==> config.mk <==
export PLATFORM = sky130hd
export DESIGN_NAME = note_sequencer_flat
export DESIGN_NICKNAME = d
export VERILOG_FILES = /design/src/rtl/music_pkg.sv /design/src/rtl/note_sequencer_if.sv /design/src/rtl/seq_mem.sv /design/src/rtl/note_sequencer.sv /design/src/flat_wrapper.sv
export SDC_FILE = /design/constraint.sdc
export NUM_CORES = 1
export LEC_CHECK = 0
export CORE_MARGIN = 4
export CORE_UTILIZATION = 55
export DETAILED_ROUTE_END_ITERATION = 16
export PLACE_DENSITY = 0.77
export SYNTH_ARGS = -nofsm -noshare
export SYNTH_HDL_FRONTEND = slang
export SYNTH_SLANG_ARGS = --single-unit
==> constraint.sdc <==
create_clock -name clk -period 2.97 [get_ports clk]
set_input_delay 0.4455 -clock clk [delete_from_list [all_inputs] [get_ports clk]]
set_output_delay 0.4455 -clock clk [all_outputs]
set_load 0.1 [all_outputs]
==> src/rtl/music_pkg.sv <==
// Shared music types: note/octave widths, packed note word and sequencer FSM states.
package music_pkg;

  localparam int unsigned NOTE_W = 4;
  localparam int unsigned OCT_W  = 2;

  typedef struct packed {
    logic [OCT_W-1:0]  octave;
    logic [NOTE_W-1:0] note;
  } note_t;

  typedef enum logic [1:0] {
    StIdle,
    StRead,
    StHold
  } seq_state_e;

endpackage

==> src/rtl/note_sequencer_if.sv <==
// Record/playback bus of the note sequencer; master drives requests, slave is the sequencer.
interface note_sequencer_if #(
  parameter int unsigned DEPTH  = 16,
  parameter int unsigned NOTE_W = music_pkg::NOTE_W,
  parameter int unsigned OCT_W  = music_pkg::OCT_W
) ();
  localparam int unsigned AW = $clog2(DEPTH);

  logic              rec_valid;
  logic [NOTE_W-1:0] rec_note;
  logic [OCT_W-1:0]  rec_octave;
  logic              rec_ready;
  logic              play_start;
  logic              play_stop;
  logic              loop_en;
  logic              clear;
  logic              play_valid;
  logic [NOTE_W-1:0] play_note;
  logic [OCT_W-1:0]  play_octave;
  logic [AW-1:0]     play_addr;
  logic [AW:0]       count;
  logic              full;
  logic              empty;
  logic              busy;

  modport master (
    output rec_valid, rec_note, rec_octave, play_start, play_stop, loop_en, clear,
    input  rec_ready, play_valid, play_note, play_octave, play_addr, count, full, empty, busy
  );

  modport slave (
    input  rec_valid, rec_note, rec_octave, play_start, play_stop, loop_en, clear,
    output rec_ready, play_valid, play_note, play_octave, play_addr, count, full, empty, busy
  );
endinterface

==> src/rtl/seq_mem.sv <==
// Single-port synchronous RAM for note slots; one address shared by write and read.
module seq_mem #(
  parameter int unsigned DEPTH = 16,
  parameter int unsigned WIDTH = 6
) (
  input  logic                     clk_i,
  input  logic                     we_i,
  input  logic                     re_i,
  input  logic [$clog2(DEPTH)-1:0] addr_i,
  input  logic [WIDTH-1:0]         wdata_i,
  output logic [WIDTH-1:0]         rdata_o
);

  logic [WIDTH-1:0] mem_q [DEPTH];
  logic [WIDTH-1:0] rdata_q;

  always_ff @(posedge clk_i) begin
    if (we_i) begin
      mem_q[addr_i] <= wdata_i;
    end
    if (re_i) begin
      rdata_q <= mem_q[addr_i];
    end
  end

  assign rdata_o = rdata_q;

endmodule

==> src/rtl/note_sequencer.sv <==
// Note sequencer: records {octave, note} words into seq_mem and plays them back, each held
// for HOLD_TICKS cycles, optionally looping.
module note_sequencer
  import music_pkg::*;
#(
  parameter int unsigned DEPTH      = 16,
  parameter int unsigned NOTE_W     = music_pkg::NOTE_W,
  parameter int unsigned OCT_W      = music_pkg::OCT_W,
  parameter int unsigned HOLD_TICKS = 4
) (
  input logic              clk,
  input logic              reset,
  note_sequencer_if.slave  bus
);

  localparam int unsigned AW = $clog2(DEPTH);
  localparam int unsigned CW = AW + 1;
  localparam int unsigned WW = NOTE_W + OCT_W;
  localparam int unsigned HW = (HOLD_TICKS > 1) ? $clog2(HOLD_TICKS) : 1;
  localparam logic [HW-1:0] HoldLast = HW'(HOLD_TICKS - 1);

  seq_state_e    state_q, state_d;
  logic [CW-1:0] count_q, count_d;
  logic [AW-1:0] addr_q, addr_d;
  logic [HW-1:0] hold_q, hold_d;

  logic          mem_we, mem_re;
  logic [AW-1:0] mem_addr;
  logic [WW-1:0] mem_rdata;
  logic          idle, full, empty, rec_fire;
  logic [CW-1:0] next_addr;

  assign idle      = (state_q == StIdle);
  assign full      = (count_q == CW'(DEPTH));
  assign empty     = (count_q == '0);
  assign rec_fire  = bus.rec_valid && idle && !full && !bus.clear;
  assign next_addr = {1'b0, addr_q} + CW'(1);

  always_comb begin
    state_d  = state_q;
    count_d  = count_q;
    addr_d   = addr_q;
    hold_d   = hold_q;
    mem_we   = 1'b0;
    mem_re   = 1'b0;
    mem_addr = addr_q;

    if (bus.clear) begin
      state_d = StIdle;
      count_d = '0;
      addr_d  = '0;
      hold_d  = '0;
    end else if (bus.play_stop && !idle) begin
      state_d = StIdle;
      addr_d  = '0;
      hold_d  = '0;
    end else begin
      unique case (state_q)
        StIdle: begin
          if (bus.play_start && !empty) begin
            state_d = StRead;
            addr_d  = '0;
          end
          // Record uses the port now; the first READ is a cycle later, so no conflict.
          if (rec_fire) begin
            mem_we   = 1'b1;
            mem_addr = count_q[AW-1:0];
            count_d  = count_q + CW'(1);
          end
        end
        StRead: begin
          mem_re  = 1'b1;
          state_d = StHold;
          hold_d  = HoldLast;
        end
        StHold: begin
          if (hold_q == '0) begin
            if (next_addr < count_q) begin
              addr_d  = addr_q + AW'(1);
              state_d = StRead;
            end else if (bus.loop_en) begin
              addr_d  = '0;
              state_d = StRead;
            end else begin
              addr_d  = '0;
              state_d = StIdle;
            end
          end else begin
            hold_d = hold_q - HW'(1);
          end
        end
        default: state_d = StIdle;
      endcase
    end
  end

  always_ff @(posedge clk) begin
    if (reset) begin
      state_q <= StIdle;
      count_q <= '0;
      addr_q  <= '0;
      hold_q  <= '0;
    end else begin
      state_q <= state_d;
      count_q <= count_d;
      addr_q  <= addr_d;
      hold_q  <= hold_d;
    end
  end

  seq_mem #(
    .DEPTH (DEPTH),
    .WIDTH (WW)
  ) u_mem (
    .clk_i   (clk),
    .we_i    (mem_we),
    .re_i    (mem_re),
    .addr_i  (mem_addr),
    .wdata_i ({bus.rec_octave, bus.rec_note}),
    .rdata_o (mem_rdata)
  );

  // Memory output is only meaningful in HOLD; gate it so the bus reads 0 elsewhere.
  always_comb begin
    bus.play_valid  = (state_q == StHold);
    bus.play_note   = '0;
    bus.play_octave = '0;
    if (state_q == StHold) begin
      bus.play_note   = mem_rdata[NOTE_W-1:0];
      bus.play_octave = mem_rdata[WW-1:NOTE_W];
    end
  end

  assign bus.play_addr = addr_q;
  assign bus.count     = count_q;
  assign bus.full      = full;
  assign bus.empty     = empty;
  assign bus.busy      = !idle;
  assign bus.rec_ready = idle && !full && !bus.clear;

endmodule

==> src/flat_wrapper.sv <==
// flat-port wrapper written by rule: the top's interface ports become plain ports
module note_sequencer_flat import music_pkg::*;
#(
  parameter int unsigned DEPTH      = 16,
  parameter int unsigned NOTE_W     = music_pkg::NOTE_W,
  parameter int unsigned OCT_W      = music_pkg::OCT_W,
  parameter int unsigned HOLD_TICKS = 4
)
  (clk, reset, bus_rec_valid, bus_rec_note, bus_rec_octave, bus_play_start, bus_play_stop, bus_loop_en, bus_clear, bus_rec_ready, bus_play_valid, bus_play_note, bus_play_octave, bus_play_addr, bus_count, bus_full, bus_empty, bus_busy);
  note_sequencer_if #(.DEPTH(DEPTH), .NOTE_W(NOTE_W), .OCT_W(OCT_W)) bus_i ();
  input logic clk;
  input logic reset;
  input wire logic [$bits(bus_i.rec_valid)-1:0] bus_rec_valid;
  input wire logic [$bits(bus_i.rec_note)-1:0] bus_rec_note;
  input wire logic [$bits(bus_i.rec_octave)-1:0] bus_rec_octave;
  input wire logic [$bits(bus_i.play_start)-1:0] bus_play_start;
  input wire logic [$bits(bus_i.play_stop)-1:0] bus_play_stop;
  input wire logic [$bits(bus_i.loop_en)-1:0] bus_loop_en;
  input wire logic [$bits(bus_i.clear)-1:0] bus_clear;
  output wire logic [$bits(bus_i.rec_ready)-1:0] bus_rec_ready;
  output wire logic [$bits(bus_i.play_valid)-1:0] bus_play_valid;
  output wire logic [$bits(bus_i.play_note)-1:0] bus_play_note;
  output wire logic [$bits(bus_i.play_octave)-1:0] bus_play_octave;
  output wire logic [$bits(bus_i.play_addr)-1:0] bus_play_addr;
  output wire logic [$bits(bus_i.count)-1:0] bus_count;
  output wire logic [$bits(bus_i.full)-1:0] bus_full;
  output wire logic [$bits(bus_i.empty)-1:0] bus_empty;
  output wire logic [$bits(bus_i.busy)-1:0] bus_busy;
  assign bus_i.rec_valid = bus_rec_valid;
  assign bus_i.rec_note = bus_rec_note;
  assign bus_i.rec_octave = bus_rec_octave;
  assign bus_i.play_start = bus_play_start;
  assign bus_i.play_stop = bus_play_stop;
  assign bus_i.loop_en = bus_loop_en;
  assign bus_i.clear = bus_clear;
  assign bus_rec_ready = bus_i.rec_ready;
  assign bus_play_valid = bus_i.play_valid;
  assign bus_play_note = bus_i.play_note;
  assign bus_play_octave = bus_i.play_octave;
  assign bus_play_addr = bus_i.play_addr;
  assign bus_count = bus_i.count;
  assign bus_full = bus_i.full;
  assign bus_empty = bus_i.empty;
  assign bus_busy = bus_i.busy;
  note_sequencer #(.DEPTH(DEPTH), .NOTE_W(NOTE_W), .OCT_W(OCT_W), .HOLD_TICKS(HOLD_TICKS)) u_core (.clk(clk), .reset(reset), .bus(bus_i));
endmodule
==> flow_summary.ini <==
[finish]
final_common_cell = edfxtp_1
nNetsFinal = 674
area_delta_synth_final_pct = 18.42
drive_gt1_frac = 0.1732
final_core_util = 0.6775
ff_latch_area_um2 = 3333
n_fill_cell = 791
final_cell_mix = 102 x edfxtp_1, 81 x nand2_1, 69 x nand2b_1
multi_input_area_um2 = 2759
n_antenna_cell = 0

[synth]
ys_seq_area_frac = 0.5243
synth_nets = 628
synth.area.top_cells = edfxtp_1 48%, nand2b_1 6.8%, nand2_1 4.8%, dfxtp_1 4.1%, a211oi_1 3.9%
synth_edf_count = 102
yosysWarningCount = 0
yosys_register_bits = 115
yosysTopAreaCell = edfxtp_1
synthFlopType = edfxtp_1
synthDistinctLibCells = 60
synth_area_um2 = 6339
ys_async_sr_fraction = 0
avgSynthCellArea_um2 = 10.44
synthCells = 607
synthDominantCellAreaShare = 0.4832

[floorplan]
start_util = 0.5722
fp-row-count = 38
dieArea_um2 = 13310
core_area_um2 = 11080
pin_count = 33
die_height_um = 115.4
die_w_um = 115.4

[clock_tree]
clk_latency_ns = 0.42
hold_buffers = 0
cts_buffers = 17
clk_pin_slew_ns = 0.05
root_buffer = clkbuf_16
cts_buffer_depth = 2
htreeDepth = 4
cts_tree = yes
clkSinkCount = 115

[critical_path]
critPathMaxStageDelay_ns = 0.41
cp_data_arrival_time_ns = 2.28
timing.rr.end = u_core.u_mem.rdata_o[0]
crit_fanout = 17
critPathSlowestCell = inv_2
regToRegSetupSlack_ns = 0.29
r2r_start = u_core.bus.count[3]
cp-start-kind = flip-flop
endpoint_kind = primary output
required_ns = 2.52
crit_path_start = u_core.bus.count[1]
critPathKind = reg -> out
crit_path_cell_trace = inv_1 > ha_1 > nand4bb_2 > inv_2 > buf_4 > buf_12
r2r_cells = 7

[place]
pre_cts_slack_ns = -0.06751
hpwl_um = 11130
portBuffers = 32
gp_congestion = 0.9045

[timing]
rsz0062_at_grt = no
skew_ns = 0.007853
worst_slew_pin_slew_ns = 1.141
finalHoldViolCount = 0
setup_violations = 0
slew_viol_final = 0
min_period_ns = 2.729
whs_ns = 0.5976
fin_crit_sh = 0.9189
setup_tns_ns = 0
fmax_mhz = 366.4
worst_slack_ns = 0.2409
relSlewSlack = 0.2373

[drt]
dr.pass1.iters = 5
drtIter0Drc = 830
wirelength_um = 16940
routedWlPerCell_um = 21.07
drcViolationCount = 0
vias = 5205
vias_per_cell = 6.474
postRouteAntennaNets = 0

[power]
cellLeakagePower_uw = 0.002630
combPwrFrac = 0.055
p_int_uw = 2967
p_sw_uw = 817.4
power.density_nw_per_um2 = 504.2
switching_share = 0.2160
clkPwrFrac = 0.478
ir_worst_vdd_uv = 456.4
pwr-share-seq = 0.468
total_power_uw = 3785

[worst_hold_path]
hold_path_end = u_core.bus.count[0]
hp-class = reg -> reg
worstHoldStart = u_core.bus.count[0]
min_path_cells = 4

[outcome]
status = finished, final reports clean

[global_route]
grt_use_met2 = 0.4267
grt_max_degree = 59
use_met3 = 0.06684
grtUsageMet1 = 0.3657
grt_overflow = 0
grt_use_total = 0.2700
top_usage_layer = met2
grt_pass1_vias = 4972
grt_first_pass_wirelength_um = 27120
antenna_found_initial = 0

[flow_run]
cap_violations = 0
==> area by class of cell <==
class,count,share of cell area
Timing Repair Buffer,77,0.08935
Clock inverter,12,0.01250
Tap cell,140,0.02334
Multi-Input combinational cell,430,0.3676
Sequential cell,115,0.4441
Inverter,12,0.006001
Clock buffer,18,0.05718
==> repair_timing <==
action | 4_1_cts | 5_1_grt
gates resized for setup | 0 | 1
buffers inserted | 0 | 0
endpoints found under the setup margin | 0 | 6
==> power by group through the flow <==
stage / combinational, uW / sequential [uW] / clock (uW)
final: 207 / 1770 / 1810
after global routing: 222 / 1770 / 1910
after CTS: 205 / 1770 / 1820
after detailed placement: 203 / 1800 / 0
after global placement: 200 / 1800 / 0
after floorplan: 120 / 1800 / 0
==> through the flow <==
step	cells	cell area (um2)
6_report	804	7506
5_1_grt	804	7506
4_1_cts	804	7501
3_5_place_dp	774	6978
3_3_place_gp	774	6978
2_1_floorplan	607	6386
==> per-layer routing <==
layer / part of all wire / vias up / routed length (um)
met4: 0.024 / 0 / 401
met3: 0.087 / 41 / 1473
met1: 0.42 / 2496 / 7040
met5: 0 / - / 0
li1: - / 2384 / -
met2: 0.47 / 284 / 8024
==> logic make-up (layout without fill, tap and decap cells) <==
group	count (synthesis)	after routing	share of synthesized area
buffers and inverters	62	119	0.04619
AO/OA/AOI/OAI	167	167	0.1903
flip-flops	115	115	0.5243
XOR/XNOR	4	4	0.005528
adder cells (fa/ha/maj)	8	8	0.01579
AND/OR/NAND/NOR	251	251	0.2179
==> Yosys cell counts, drive strengths merged, types with 2 or more instances <==
| cell | count |
|---|---|
| a22o | 6 |
| nand2 | 81 |
| a2111oi | 4 |
| a21boi | 13 |
| ha | 8 |
| o211a | 7 |
| xnor2 | 3 |
| nor4 | 5 |
| inv | 12 |
| or2 | 5 |
| and4 | 5 |
| o22ai | 24 |
| nor2b | 2 |
| o21a | 2 |
| buf | 16 |
| nand3 | 5 |
| nand2b | 69 |
| clkbuf | 34 |
| o21ai | 25 |
| a22oi | 29 |
| nor3 | 8 |
| a32oi | 7 |
| a211oi | 33 |
| nor4b | 3 |
| a21oi | 8 |
| nor2 | 25 |
| and2 | 6 |
| nand4 | 19 |
| edfxtp | 102 |
| dfxtp | 13 |
| and3 | 14 |
==> worst max path at each step <==
stage                     slack (ns)  depth (start not counted)                      end
after global routing            0.05                          7  u_core.u_mem.rdata_o[1]
final                           0.24                          6                 bus_full
after CTS                       0.14                          8  u_core.u_mem.rdata_o[5]
after global placement          0.02                          7  u_core.u_mem.rdata_o[1]
after floorplan                -0.22                          9            bus_rec_ready
after detailed placement       -0.07                          7  u_core.u_mem.rdata_o[0]
==> worst max-delay path, delay by kind of cell, from the launching register on <==
kind                     cells  cell delay, ns
AND/OR/NAND/NOR              1            0.28
adder cells (fa/ha/maj)      1            0.20
buffers and inverters        4            1.04
flip-flops                   1            0.33
==> flip-flops by register name, indices dropped and copies added, names as in the netlist <==
name                  cells
u_core.u_mem.rdata_o      6
u_core.hold_q             2
u_core.u_mem.mem_q       96
u_core.bus.play_addr      4
u_core.state_q            2
u_core.bus.count          5
Note: power is estimated with default switching activity, not from simulation.
